File: config.mk
export PLATFORM = sky130hd
export DESIGN_NAME = fifo_wr_ptr_ctrl_flat
export DESIGN_NICKNAME = d
export VERILOG_FILES = /design/src/rtl/fifo_pkg.sv /design/src/rtl/fifo_wr_ptr_ctrl_if.sv /design/src/rtl/gray_cnt.sv /design/src/rtl/fifo_wr_ptr_ctrl.sv /design/src/flat_wrapper.sv
export SDC_FILE = /design/constraint.sdc
export NUM_CORES = 1
export LEC_CHECK = 0
export CAP_MARGIN = 20
export CORE_MARGIN = 2
export CORE_UTILIZATION = 29
export DETAILED_ROUTE_END_ITERATION = 7
export PLACE_DENSITY = 0.54
export RECOVER_POWER = 100
export SETUP_SLACK_MARGIN = 0.4
export SYNTH_ARGS = -nofsm -noshare
export SYNTH_HDL_FRONTEND = slang
export SYNTH_SLANG_ARGS = --single-unit
File: constraint.sdc
create_clock -name clk -period 2.3 [get_ports clk]
set_input_delay 0.575 -clock clk [delete_from_list [all_inputs] [get_ports clk]]
set_output_delay 0.575 -clock clk [all_outputs]
set_load 0.01 [all_outputs]
File: src/rtl/fifo_pkg.sv
// Shared pointer helpers for the async FIFO write and read controllers.
// Functions work on a wide container; callers size-cast to their pointer width.
package fifo_pkg;

  localparam int unsigned MAX_PTR_W = 32;

  typedef logic [MAX_PTR_W-1:0] wide_t;

  function automatic int unsigned ptr_width(input int unsigned addr_width);
    return addr_width + 32'd1;
  endfunction

  function automatic wide_t bin2gray(input wide_t b);
    return b ^ (b >> 32'd1);
  endfunction

  function automatic wide_t gray2bin(input wide_t g);
    wide_t b;
    b[MAX_PTR_W-1] = g[MAX_PTR_W-1];
    for (int i = MAX_PTR_W - 2; i >= 0; i--) begin
      b[i] = b[i+1] ^ g[i];
    end
    return b;
  endfunction

  // Full when the write Gray pointer equals the read Gray pointer with its top two bits inverted.
  function automatic logic gray_full_match(input wide_t wgray, input wide_t rgray,
                                           input int unsigned pw);
    wide_t mask;
    wide_t inv;
    mask = (wide_t'(32'd1) << pw) - wide_t'(32'd1);
    inv  = rgray ^ (wide_t'(32'd3) << (pw - 32'd2));
    return ((wgray ^ inv) & mask) == wide_t'(32'd0);
  endfunction

endpackage

File: src/rtl/fifo_wr_ptr_ctrl_if.sv
// Producer-side bus of the FIFO write-pointer controller.
interface fifo_wr_ptr_ctrl_if #(
  parameter int unsigned ADDR_WIDTH = 4
) ();

  logic                  wr_en;
  logic [ADDR_WIDTH:0]   rptr_sync;
  logic                  ovf_clr;
  logic [ADDR_WIDTH:0]   wptr_gray;
  logic [ADDR_WIDTH-1:0] waddr;
  logic                  wr_accept;
  logic                  full;
  logic                  almost_full;
  logic [ADDR_WIDTH:0]   wr_level;
  logic                  overflow;

  modport master (
    output wr_en, rptr_sync, ovf_clr,
    input  wptr_gray, waddr, wr_accept, full, almost_full, wr_level, overflow
  );

  modport slave (
    input  wr_en, rptr_sync, ovf_clr,
    output wptr_gray, waddr, wr_accept, full, almost_full, wr_level, overflow
  );

endinterface

File: src/rtl/gray_cnt.sv
// Registered binary + Gray pointer with increment enable; the Gray output is a bare flop.
module gray_cnt
  import fifo_pkg::*;
#(
  parameter int unsigned W = 5
) (
  input  logic         clk,
  input  logic         rst,
  input  logic         inc,
  output logic [W-2:0] addr,
  output logic [W-1:0] gray,
  output logic [W-1:0] bin_next,
  output logic [W-1:0] gray_next
);

  logic [W-1:0] bin_r;
  logic [W-1:0] gray_r;

  // next binary and Gray values from the current pointer
  always_comb begin
    bin_next  = bin_r + W'(inc);
    gray_next = W'(bin2gray(wide_t'(bin_next)));
  end

  // pointer registers, reloaded every cycle
  always_ff @(posedge clk or posedge rst) begin
    if (rst) begin
      bin_r  <= '0;
      gray_r <= '0;
    end else begin
      bin_r  <= bin_next;
      gray_r <= gray_next;
    end
  end

  assign addr = bin_r[W-2:0];
  assign gray = gray_r;

endmodule

File: src/rtl/fifo_wr_ptr_ctrl.sv
// Write-domain pointer/status controller: owns the write pointer, publishes its Gray form,
// and derives full / almost_full / level / overflow against the synchronized read pointer.
module fifo_wr_ptr_ctrl
  import fifo_pkg::*;
#(
  parameter int unsigned ADDR_WIDTH   = 4,
  parameter int unsigned AFULL_THRESH = 14
) (
  input logic               clk,
  input logic               rst,
  fifo_wr_ptr_ctrl_if.slave bus
);

  localparam int unsigned PW = ptr_width(ADDR_WIDTH);

  typedef logic [PW-1:0] ptr_t;

  localparam ptr_t AFULL_P = ptr_t'(AFULL_THRESH);

  logic                  wr_accept_s;
  logic [ADDR_WIDTH-1:0] waddr_s;
  ptr_t                  wgray_s;
  ptr_t                  wbin_next_s;
  ptr_t                  wgray_next_s;
  ptr_t                  rbin_s;
  ptr_t                  level_next_s;
  logic                  full_r;
  logic                  afull_r;
  ptr_t                  level_r;
  logic                  ovf_r;

  assign wr_accept_s = bus.wr_en & ~full_r;

  gray_cnt #(.W(PW)) u_wptr (
    .clk       (clk),
    .rst       (rst),
    .inc       (wr_accept_s),
    .addr      (waddr_s),
    .gray      (wgray_s),
    .bin_next  (wbin_next_s),
    .gray_next (wgray_next_s)
  );

  // occupancy after this edge, measured against the (possibly stale) read pointer
  always_comb begin
    rbin_s       = ptr_t'(gray2bin(wide_t'(bus.rptr_sync)));
    level_next_s = wbin_next_s - rbin_s;
  end

  // status flags and level, computed from the same next-state as the pointer
  always_ff @(posedge clk or posedge rst) begin
    if (rst) begin
      full_r  <= 1'b0;
      afull_r <= 1'b0;
      level_r <= '0;
    end else begin
      full_r  <= gray_full_match(wide_t'(wgray_next_s), wide_t'(bus.rptr_sync), PW);
      afull_r <= (level_next_s >= AFULL_P);
      level_r <= level_next_s;
    end
  end

  // sticky overflow; a new overflow beats a simultaneous clear
  always_ff @(posedge clk or posedge rst) begin
    if (rst) begin
      ovf_r <= 1'b0;
    end else if (bus.wr_en && full_r) begin
      ovf_r <= 1'b1;
    end else if (bus.ovf_clr) begin
      ovf_r <= 1'b0;
    end else begin
      ovf_r <= ovf_r;
    end
  end

  assign bus.wptr_gray   = wgray_s;
  assign bus.waddr       = waddr_s;
  assign bus.wr_accept   = wr_accept_s;
  assign bus.full        = full_r;
  assign bus.almost_full = afull_r;
  assign bus.wr_level    = level_r;
  assign bus.overflow    = ovf_r;

endmodule

File: src/flat_wrapper.sv
// flat-port wrapper written by rule: the top's interface ports become plain ports
module fifo_wr_ptr_ctrl_flat import fifo_pkg::*;
#(
  parameter int unsigned ADDR_WIDTH   = 4,
  parameter int unsigned AFULL_THRESH = 14
)
  (clk, rst, bus_wr_en, bus_rptr_sync, bus_ovf_clr, bus_wptr_gray, bus_waddr, bus_wr_accept, bus_full, bus_almost_full, bus_wr_level, bus_overflow);
  fifo_wr_ptr_ctrl_if #(.ADDR_WIDTH(ADDR_WIDTH)) bus_i ();
  input logic clk;
  input logic rst;
  input wire logic [$bits(bus_i.wr_en)-1:0] bus_wr_en;
  input wire logic [$bits(bus_i.rptr_sync)-1:0] bus_rptr_sync;
  input wire logic [$bits(bus_i.ovf_clr)-1:0] bus_ovf_clr;
  output wire logic [$bits(bus_i.wptr_gray)-1:0] bus_wptr_gray;
  output wire logic [$bits(bus_i.waddr)-1:0] bus_waddr;
  output wire logic [$bits(bus_i.wr_accept)-1:0] bus_wr_accept;
  output wire logic [$bits(bus_i.full)-1:0] bus_full;
  output wire logic [$bits(bus_i.almost_full)-1:0] bus_almost_full;
  output wire logic [$bits(bus_i.wr_level)-1:0] bus_wr_level;
  output wire logic [$bits(bus_i.overflow)-1:0] bus_overflow;
  assign bus_i.wr_en = bus_wr_en;
  assign bus_i.rptr_sync = bus_rptr_sync;
  assign bus_i.ovf_clr = bus_ovf_clr;
  assign bus_wptr_gray = bus_i.wptr_gray;
  assign bus_waddr = bus_i.waddr;
  assign bus_wr_accept = bus_i.wr_accept;
  assign bus_full = bus_i.full;
  assign bus_almost_full = bus_i.almost_full;
  assign bus_wr_level = bus_i.wr_level;
  assign bus_overflow = bus_i.overflow;
  fifo_wr_ptr_ctrl #(.ADDR_WIDTH(ADDR_WIDTH), .AFULL_THRESH(AFULL_THRESH)) u_core (.clk(clk), .rst(rst), .bus(bus_i));
endmodule
# Yosys cells after proc, flatten, opt, wreduce, memory -nomap -nowiden
# Index checks and enable logic that the tools add are counted.
# totals
reg_bits	18
inputBits	9
output_inout_bits	18
wordCells	23
# classes
add_sub_neg	2
magnitude_cmp	1
mux	2
n_bitwise	9
n_reduce_logical	3
# op_table
op	n
logical NOT 32 bit	1
adder 5 x 1 -> 5 bit	1
>= comparator 5 x 4 -> 1 bit, second input constant	1
subtractor 5 bit	1
XOR 5 x 4 -> 5 bit	1
XOR 5 bit	1
XOR 1 bit	4
two-way mux 1 bit	2
NOT 2 bit	1
nonzero test 2 bit	1
bitwise AND 1 bit	1
logical AND 1 bit	1
NOT 1 bit	1

# Longest topological paths before layout
# Gate-level depths: netlist of run 1.
# depth
ltp_word	6
depth_mapped	10
ltp_nobuf	10

# Modules after synthesis
# From an unflattened synthesis of run 1, not the netlist that was laid out.
# hier_totals
hier_cells	74
area_unflattened_um2	879.6
# by_module_without_submodules
mod	n_inst	cells_per_inst	area_per_inst_um2	seq_area_each_um2
fifo_wr_ptr_ctrl	1	46	499.2	200.2
gray_cnt	1	28	380.4	225.2

# Worst setup path after synthesis of run 1
# Ideal clock, no wire load.
# synth_path
kind	input to register
start	input port bus_wr_en
end	register u_core.afull_r (netlist: u_core.bus.almost_full)
setup_ps	135
arrival_ps	2441
t_required_ps	2165
path_slack_ps	-276
stages	10
n_path_buf	0
cell_sequence	nor2b_1 -> ha_1 -> nand2_1 -> xor2_1 -> inv_1 -> ha_1 -> nor2b_1 -> o21ai_0 -> a21o_1 -> o311ai_1
# synth_between
elab_chain_len	4
# synth_rtl
element	line_no	source
start, declared	flat_wrapper.sv:11	input wire logic [$bits(bus_i.wr_en)-1:0] bus_wr_en;
bitwise AND 1 bit	fifo_wr_ptr_ctrl.sv:32	assign wr_accept_s = bus.wr_en & ~full_r;
adder 5 x 1 -> 5 bit	gray_cnt.sv:21	bin_next = bin_r + W'(inc);
via u_core.u_wptr.bin_next[2]	gray_cnt.sv:12	output logic [W-1:0] bin_next,
subtractor 5 bit	fifo_wr_ptr_ctrl.sv:47	level_next_s = wbin_next_s - rbin_s;
>= comparator 5 x 4 -> 1 bit	fifo_wr_ptr_ctrl.sv:58	afull_r <= (level_next_s >= AFULL_P);
end signal, assigned	fifo_wr_ptr_ctrl.sv:58	
end, declared	fifo_wr_ptr_ctrl.sv:28	logic afull_r;
# The timed path passes the listed nets, and every way through them passes these cells.
# A chain may end at the register's enable or synchronous reset.

# Final worst setup path of run 1
# layout_path
start	input port bus_rptr_sync[4]
end	register u_core.level_r[2] (netlist: u_core.bus.wr_level[2])
# layout_between
elab_chain_len	5
# layout_rtl
element	line_no	source
start, declared	flat_wrapper.sv:12	input wire logic [$bits(bus_i.rptr_sync)-1:0] bus_rptr_sync;
XOR 1 bit (*) (2 in a row)	fifo_pkg.sv:21	b[i] = b[i+1] ^ g[i];
XOR 1 bit (2 in a row)	fifo_pkg.sv:21	
subtractor 5 bit (*)	fifo_wr_ptr_ctrl.sv:47	
via u_core.level_next_s[2]	fifo_wr_ptr_ctrl.sv:26	ptr_t level_next_s;
end signal, assigned	fifo_wr_ptr_ctrl.sv:59	level_r <= level_next_s;
end, declared	fifo_wr_ptr_ctrl.sv:29	ptr_t level_r;
# Mark *: on every way through the listed nets, which the timed path passes. The rest lies on a longest branch.

==> results.json, run 1 <==
{
  "outcome": "finished, final reports clean",
  "synth_ff_type": "dfrtp_1",
  "grt_pass1_vias": 899,
  "synthArstFlopShare_pct": 100,
  "cts_max_level": 1,
  "drv_slew": 0,
  "clock_latency_ps": 290,
  "grt_pass1_wl_um": 3930,
  "path_max_fanout": 2,
  "nNetsFinal": 164,
  "final_cells": 193,
  "synth_seq_cells": 17,
  "vias": 796,
  "finalPower_mw": 2.88,
  "worstPathArrival_ps": 2460,
  "min_period_ps": 2260,
  "cts_buffers": 3,
  "synth_edf_count": 0,
  "skew_ps": 4.95,
  "clkTransAtPathRegs_ps": 110,
  "dp_cells": 174,
  "chipWidth_um": 63.0,
  "initial_utilization_pct": 30.2,
  "clock_sinks": 17,
  "postSynthCellCount": 85,
  "routabilityCongestion": 0.732,
  "yosys-top-cells-area": "dfrtp_1, xnor2_1, ha_1",
  "die_area_sq_um": 3970,
  "syn_avg_cell_area_sq_um": 11.9,
  "grt_max_degree": 18,
  "hold_viol_final": 0,
  "cts-root-buf": "clkbuf_4",
  "tightest_slew_ps": 704,
  "path_class": "primary input to register",
  "setup_viol": 0,
  "grt_setup_unrepaired": "yes",
  "hold_path.class": "primary input to register",
  "ios": 27,
  "cp.required_ps": 2500,
  "drtIter0Drc": 24,
  "io_buffers": 26,
  "slew_headroom_pct": 53.0,
  "grt_overflow": 0,
  "synth_top_area_share_pct": 42.2,
  "yosys.area.top_type": "dfrtp_1",
  "start_kind": "primary input",
  "die_h_um": 63.0,
  "fmax_mhz": 443,
  "cap_violations": 0,
  "synth_cell_types": 32,
  "synth_area_sq_um": 1010,
  "yosysWarnings": 0,
  "clockBufferDepth": 2,
  "wl_um": 2270,
  "cts_tree": "built",
  "drt_pre_antenna_iters": 4,
  "wire_per_inst_um": 11.7,
  "grt_use_total_pct": 12.7,
  "drive_above_1_share_pct": 44.9,
  "fin_crit_sh_pct": 98.3,
  "worst_setup_path_end_kind": "register",
  "area_delta_synth_final_pct": 70.3,
  "drc": 0,
  "rows": 21,
  "synth_nets": 101,
  "seq_area_frac_synth_pct": 42.2,
  "hpwl_um": 1550,
  "placeableCoreArea_sq_um": 3340,
  "diodes": 0,
  "power.density_nw_per_um2": 1680,
  "antenna_found_initial": 0,
  "ir_drop_v": 0.000765,
  "leakagePower_nw": 0.770,
  "vias_per_cell": 4.12,
  "detail-route-antenna-nets": 0
}
-- stage by stage --
stage                     setup TNS, ps  hold slack (ps)  utilization [%]  setup WS (ps)  cell area, sq um
after floorplan                   -14.5              501                -          -14.5              1080
after global routing              -76.0              501             51.5          -48.1              1720
final                                 0              502             51.5           40.2              1720
after CTS                         -23.6              489             49.8          -23.6              1660
after global placement            -3100              513             45.6           -674              1520
after detailed placement          -3230              516             45.6           -705              1520
-- state kept, by name (all words and copies together), names as in the netlist --
signal	count
u_core.bus.wr_level	5
u_core.u_wptr.bin_r	5
u_core.bus.overflow	1
u_core.bus.almost_full	1
u_core.bus.full	1
u_core.u_wptr.gray	4
-- synth_stat cells (2+ instances only) --
cell type	count
nand3_1	2
xor2_2	2
nor2b_1	4
inv_1	9
xor2_1	3
nand2_1	4
ha_1	6
dfrtp_1	17
a21boi_1	2
o21ai_0	2
xnor2_1	13
-- power breakdown --
group          switching [mW]  internal, mW  total, mW
clock network          0.0979        0.0674      0.165
logic                   0.830          1.30       2.13
registers               0.115         0.471      0.586
-- worst max-delay path: stages --
cell and delay [ps]:
buf_8 110, xnor2_4 230, xor2_4 220, xor2_2 180, xnor2_1 100, ha_2 190, fa_2 370, xnor2_2 150
buf_4 130, buf_6 100, buf_6 100
-- cell usage in the layout, fill, tap and decap left out, types with 3 or more instances in the layout --
cell and instances:
buf_4 28, buf_6 4, clkbuf_4 5, clkdlybuf4s50_1 17
dfrtp_1 14, dfrtp_2 3, dlygate4sd2_1 3, ha_4 3
inv_1 8, nand2_1 4, xnor2_1 12
-- area by class of cell --
cell class              instances  area (sq um)
clock buffers                   4          26.3
fillers                       318          1620
inverters                      10          37.5
multi-input cells              56           641
flip-flops and latches         17           429
well taps                      46          57.6
repair buffers                 60           527
-- what timing repair did --
action,CTS,global route
cloned,0,0
buffers inserted,11,4
pin swaps,16,14
endpoints found under the setup margin,14,9
gates resized for setup,29,11
hold buffers,0,0
-- final timing paths --
| path | startpoint | end | slack, ps | depth (start not counted) |
|---|---|---|---|---|
| max reg2reg | u_core.bus.full | u_core.bus.almost_full | 190 | 9 |
| max | bus_rptr_sync[4] | u_core.bus.wr_level[2] | 40 | 11 |
| min | bus_wr_en | u_core.bus.overflow | 500 | 3 |
| min reg2reg | u_core.bus.overflow | u_core.bus.overflow | 530 | 2 |
| max in group asynchronous | rst | u_core.u_wptr.bin_r[1] | 980 | 2 |
| min in group asynchronous | rst | u_core.bus.wr_level[3] | 830 | 2 |
-- per-layer routing --
| layer | up-vias | GRT usage (%) | routed length (um) |
|---|---|---|---|
| met3 | 2 | 2.52 | 63 |
| met2 | 18 | 22.7 | 1120 |
| li1 | 399 | - | - |
| met4 | 0 | 4.17 | 23 |
| met1 | 377 | 15.2 | 1060 |
| met5 | - | 0 | 0 |
-- logic make-up (layout without fill, tap and decap cells) --
logic type	Yosys count	in the layout	synth area share, %
AO/OA/AOI/OAI	10	10	7.07
XOR/XNOR	22	22	26.1
adder cells (fa/ha/maj)	7	7	9.43
buffers and inverters	12	74	5.33
flip-flops	17	17	42.2
AND/OR/NAND/NOR	17	17	9.93
No activity file was read; power rests on OpenSTA's default activity.
==> run 2: changes to the inputs <==
--- a/config.mk
+++ b/config.mk
@@ -5,7 +5,6 @@
 export SDC_FILE = /design/constraint.sdc
 export NUM_CORES = 1
 export LEC_CHECK = 0
-export CAP_MARGIN = 20
 export CORE_MARGIN = 2
 export CORE_UTILIZATION = 29
 export DETAILED_ROUTE_END_ITERATION = 7
==> results of run 2 <==
The final DEF is identical to that of run 1; final timing and power are the same.
==> run 3: changes to the inputs <==
--- a/config.mk
+++ b/config.mk
@@ -8,9 +8,10 @@
 export CORE_MARGIN = 2
 export CORE_UTILIZATION = 29
 export DETAILED_ROUTE_END_ITERATION = 7
-export PLACE_DENSITY = 0.54
+export PLACE_DENSITY = 0.56
 export RECOVER_POWER = 100
 export SETUP_SLACK_MARGIN = 0.4
 export SYNTH_ARGS = -nofsm -noshare
 export SYNTH_HDL_FRONTEND = slang
+export SYNTH_HIERARCHICAL = 1
 export SYNTH_SLANG_ARGS = --single-unit
==> run 3 against run 2 <==
- the run now ends with setup timing left
- area after synthesis decreased by 13%
- sequential share of layout area increased by 2.2 points
- via count decreased by 6.5%
- utilization increased by 4.2 points
- highest routed layer unchanged
==> results.json, run 3 <==
{
  "dp_cells": 148,
  "final.setup.tns_ps": -19.3,
  "clock_sinks": 17,
  "pre_cts_slack_ps": -752,
  "fill_cells": 248,
  "ir_drop_v": 0.000802,
  "synth_common_cells": "dfrtp_1, xnor2_1, xor2_1",
  "wire_per_inst_um": 13.1,
  "tightest_slew_ps": 379,
  "yosys.area.top_type": "dfrtp_1",
  "ff_latch_area_sq_um": 428,
  "drt_pre_antenna_iters": 4,
  "detail-route-antenna-nets": 0,
  "synth_top_area_share_pct": 48.4,
  "hold_viol_final": 0,
  "cts-root-buf": "clkbuf_4",
  "syn_avg_cell_area_sq_um": 11.9,
  "cap_violations": 0,
  "synth_area_sq_um": 880,
  "path_class": "primary input to register",
  "clock_latency_ps": 290,
  "chipWidth_um": 59.1,
  "hpwl_um": 1530,
  "area_delta_synth_final_pct": 79.2,
  "drive_above_1_share_pct": 45.5,
  "grt_pass1_vias": 744,
  "synth_seq_cells": 17,
  "synth_cell_types": 21,
  "synth_edf_count": 0,
  "die_area_sq_um": 3490,
  "post-synth-top-count-cell": "dfrtp_1",
  "seq_area_frac_synth_pct": 48.4,
  "diodes": 0,
  "hold_path.class": "primary input to register",
  "vias": 744,
  "cp_common_cell": "xor2_2",
  "grt_max_degree": 11,
  "violations": "setup timing",
  "placeableCoreArea_sq_um": 2830,
  "skew_ps": 0.453,
  "yosysWarnings": 6,
  "cts_tree": "built",
  "crit_buf_inv": 1,
  "vias_per_cell": 4.56,
  "final_cells": 163,
  "ios": 27,
  "die_h_um": 59.1,
  "synth_nets": 90,
  "wl_um": 2140,
  "antenna_found_initial": 0,
  "postSynthCellCount": 74,
  "critPathSlowestCell": "fa_2",
  "outcome": "complete, but fails checks",
  "rows": 19,
  "initial_utilization_pct": 31.1,
  "final_cell_mix": "buf_4, dlygate4sd3_1, dfrtp_1",
  "cp.required_ps": 2490,
  "crit_family": "XOR/XNOR gates",
  "cts_max_level": 1,
  "cts_hold_buf": 0,
  "worstPathArrival_ps": 2510,
  "setup_viol": 1,
  "clkTransAtPathRegs_ps": 100,
  "synth_ff_type": "dfrtp_1",
  "start_kind": "primary input",
  "fmax_mhz": 431,
  "fin_crit_sh_pct": 101,
  "grt_pass1_wl_um": 3600,
  "path_max_fanout": 2,
  "drtIter0Drc": 6,
  "multi_input_area_sq_um": 564,
  "path_cells": "buf_8 -> xnor2_4 -> xor2_2 -> xor2_2 -> xnor2_1 -> ha_2 -> fa_2 -> nand2b_4 -> a21oi_4 -> xnor2_2 -> a31o_2",
  "crit_path_max_incr_delay_ps": 340,
  "clockBufferDepth": 2,
  "drc": 0,
  "layout.cells.most_common": "buf_4",
  "io_buffers": 26,
  "nNetsFinal": 149,
  "synthArstFlopShare_pct": 100,
  "slew_headroom_pct": 74.7,
  "worst_setup_path_end_kind": "register",
  "cts_buffers": 3,
  "setup_slack_ps": -19.3,
  "min_period_ps": 2320,
  "drv_slew": 0,
  "grt_overflow": 0,
  "routabilityCongestion": 0.724,
  "power.density_nw_per_um2": 1780,
  "final_core_util_pct": 55.7,
  "yosys-top-cells-area": "dfrtp_1, xnor2_1, xor2_1",
  "grt_setup_unrepaired": "yes",
  "grt_use_total_pct": 14.4,
  "leakagePower_nw": 0.725,
  "design_area_sq_um": 1580,
  "dpl_cell_area_sq_um": 1390
}
[run 3: changes by cell type in the layout (fill, tap and decap cells not counted), sizes merged, moves of 2 or more]
| cell | delta |
|---|---|
| clkdlybuf4s50 | -16 |
| dlygate4sd3 | +15 |
| xor2 | +6 |
| buf | -5 |
| xnor2 | -5 |
| nor2b | -3 |
| a21boi | -2 |
| a21oi | +2 |
| clkbuf | -2 |
| inv | -2 |
[run 3: path summary, 6_finish.rpt]
| kind | start | cells past startpoint | to | slack [ps] |
|---|---|---|---|---|
| worst max-delay path | bus_rptr_sync[4] | 11 | u_core/bus.almost_full | -20 |
| worst min register to register | u_core/bus.overflow | 2 | u_core/bus.overflow | 540 |
| worst max register to register | u_core/bus.full | 9 | u_core/bus.almost_full | 50 |
| max in group asynchronous | rst | 2 | u_core/u_wptr/bin_r[3] | 1300 |
| worst min-delay path | bus_wr_en | 3 | u_core/bus.overflow | 510 |
| min in group asynchronous | rst | 2 | u_core/bus.full | 680 |
[run 3: area by class of cell]
cell class | instances | share of cell area [%]
Inverter | 8 | 1.90
Multi-Input combinational cell | 48 | 35.8
Timing Repair Buffer | 55 | 31.0
Tap cell | 31 | 2.46
Clock inverter | 1 | 0.317
Clock buffer | 3 | 1.43
Sequential cell | 17 | 27.1
[run 3: what timing repair did]
action                                  in CTS  in global routing
gates cloned                                 0                  0
gates resized for setup                     44                  6
buffers inserted                             9                  2
pin swaps                                   20                 11
endpoints found under the setup margin      13                  8
[run 3: cells by family (layout without fill, tap and decap cells)]
group	count (synthesis)	count (layout)	share of synthesized area, %
buffers and inverters	9	67	4.27
adders and majority gates	7	7	10.8
and+or+nand+nor	13	13	6.97
xor gates and xnor gates	21	21	23.5
DFF	17	17	48.4
AOI/OAI and AO/OA	7	7	6.12
[run 3: report_power, final]
group | total [mW] | switching [mW] | internal, mW
Clock | 0.163 | 0.0982 | 0.0648
Combinational | 2.07 | 0.877 | 1.20
Sequential | 0.574 | 0.101 | 0.473
[run 3: worst min-delay path, stage by stage]
cell and delay [ps]:
buf_2 90, nand2_1 40, o21ai_0 60
[run 3: layer usage]
layer	wire length, um	GRT usage, %
met1	932	18.1
met2	1070	23.5
met3	77	2.18
met4	58	7.79
met5	0	0
[run 3: through the flow]
step                total power [mW]  hold WS, ps
floorplan                       1.51          391
global route                    3.03          536
finish                          2.81          507
detailed placement              2.30          533
global placement                2.28          535
CTS                             2.90          511
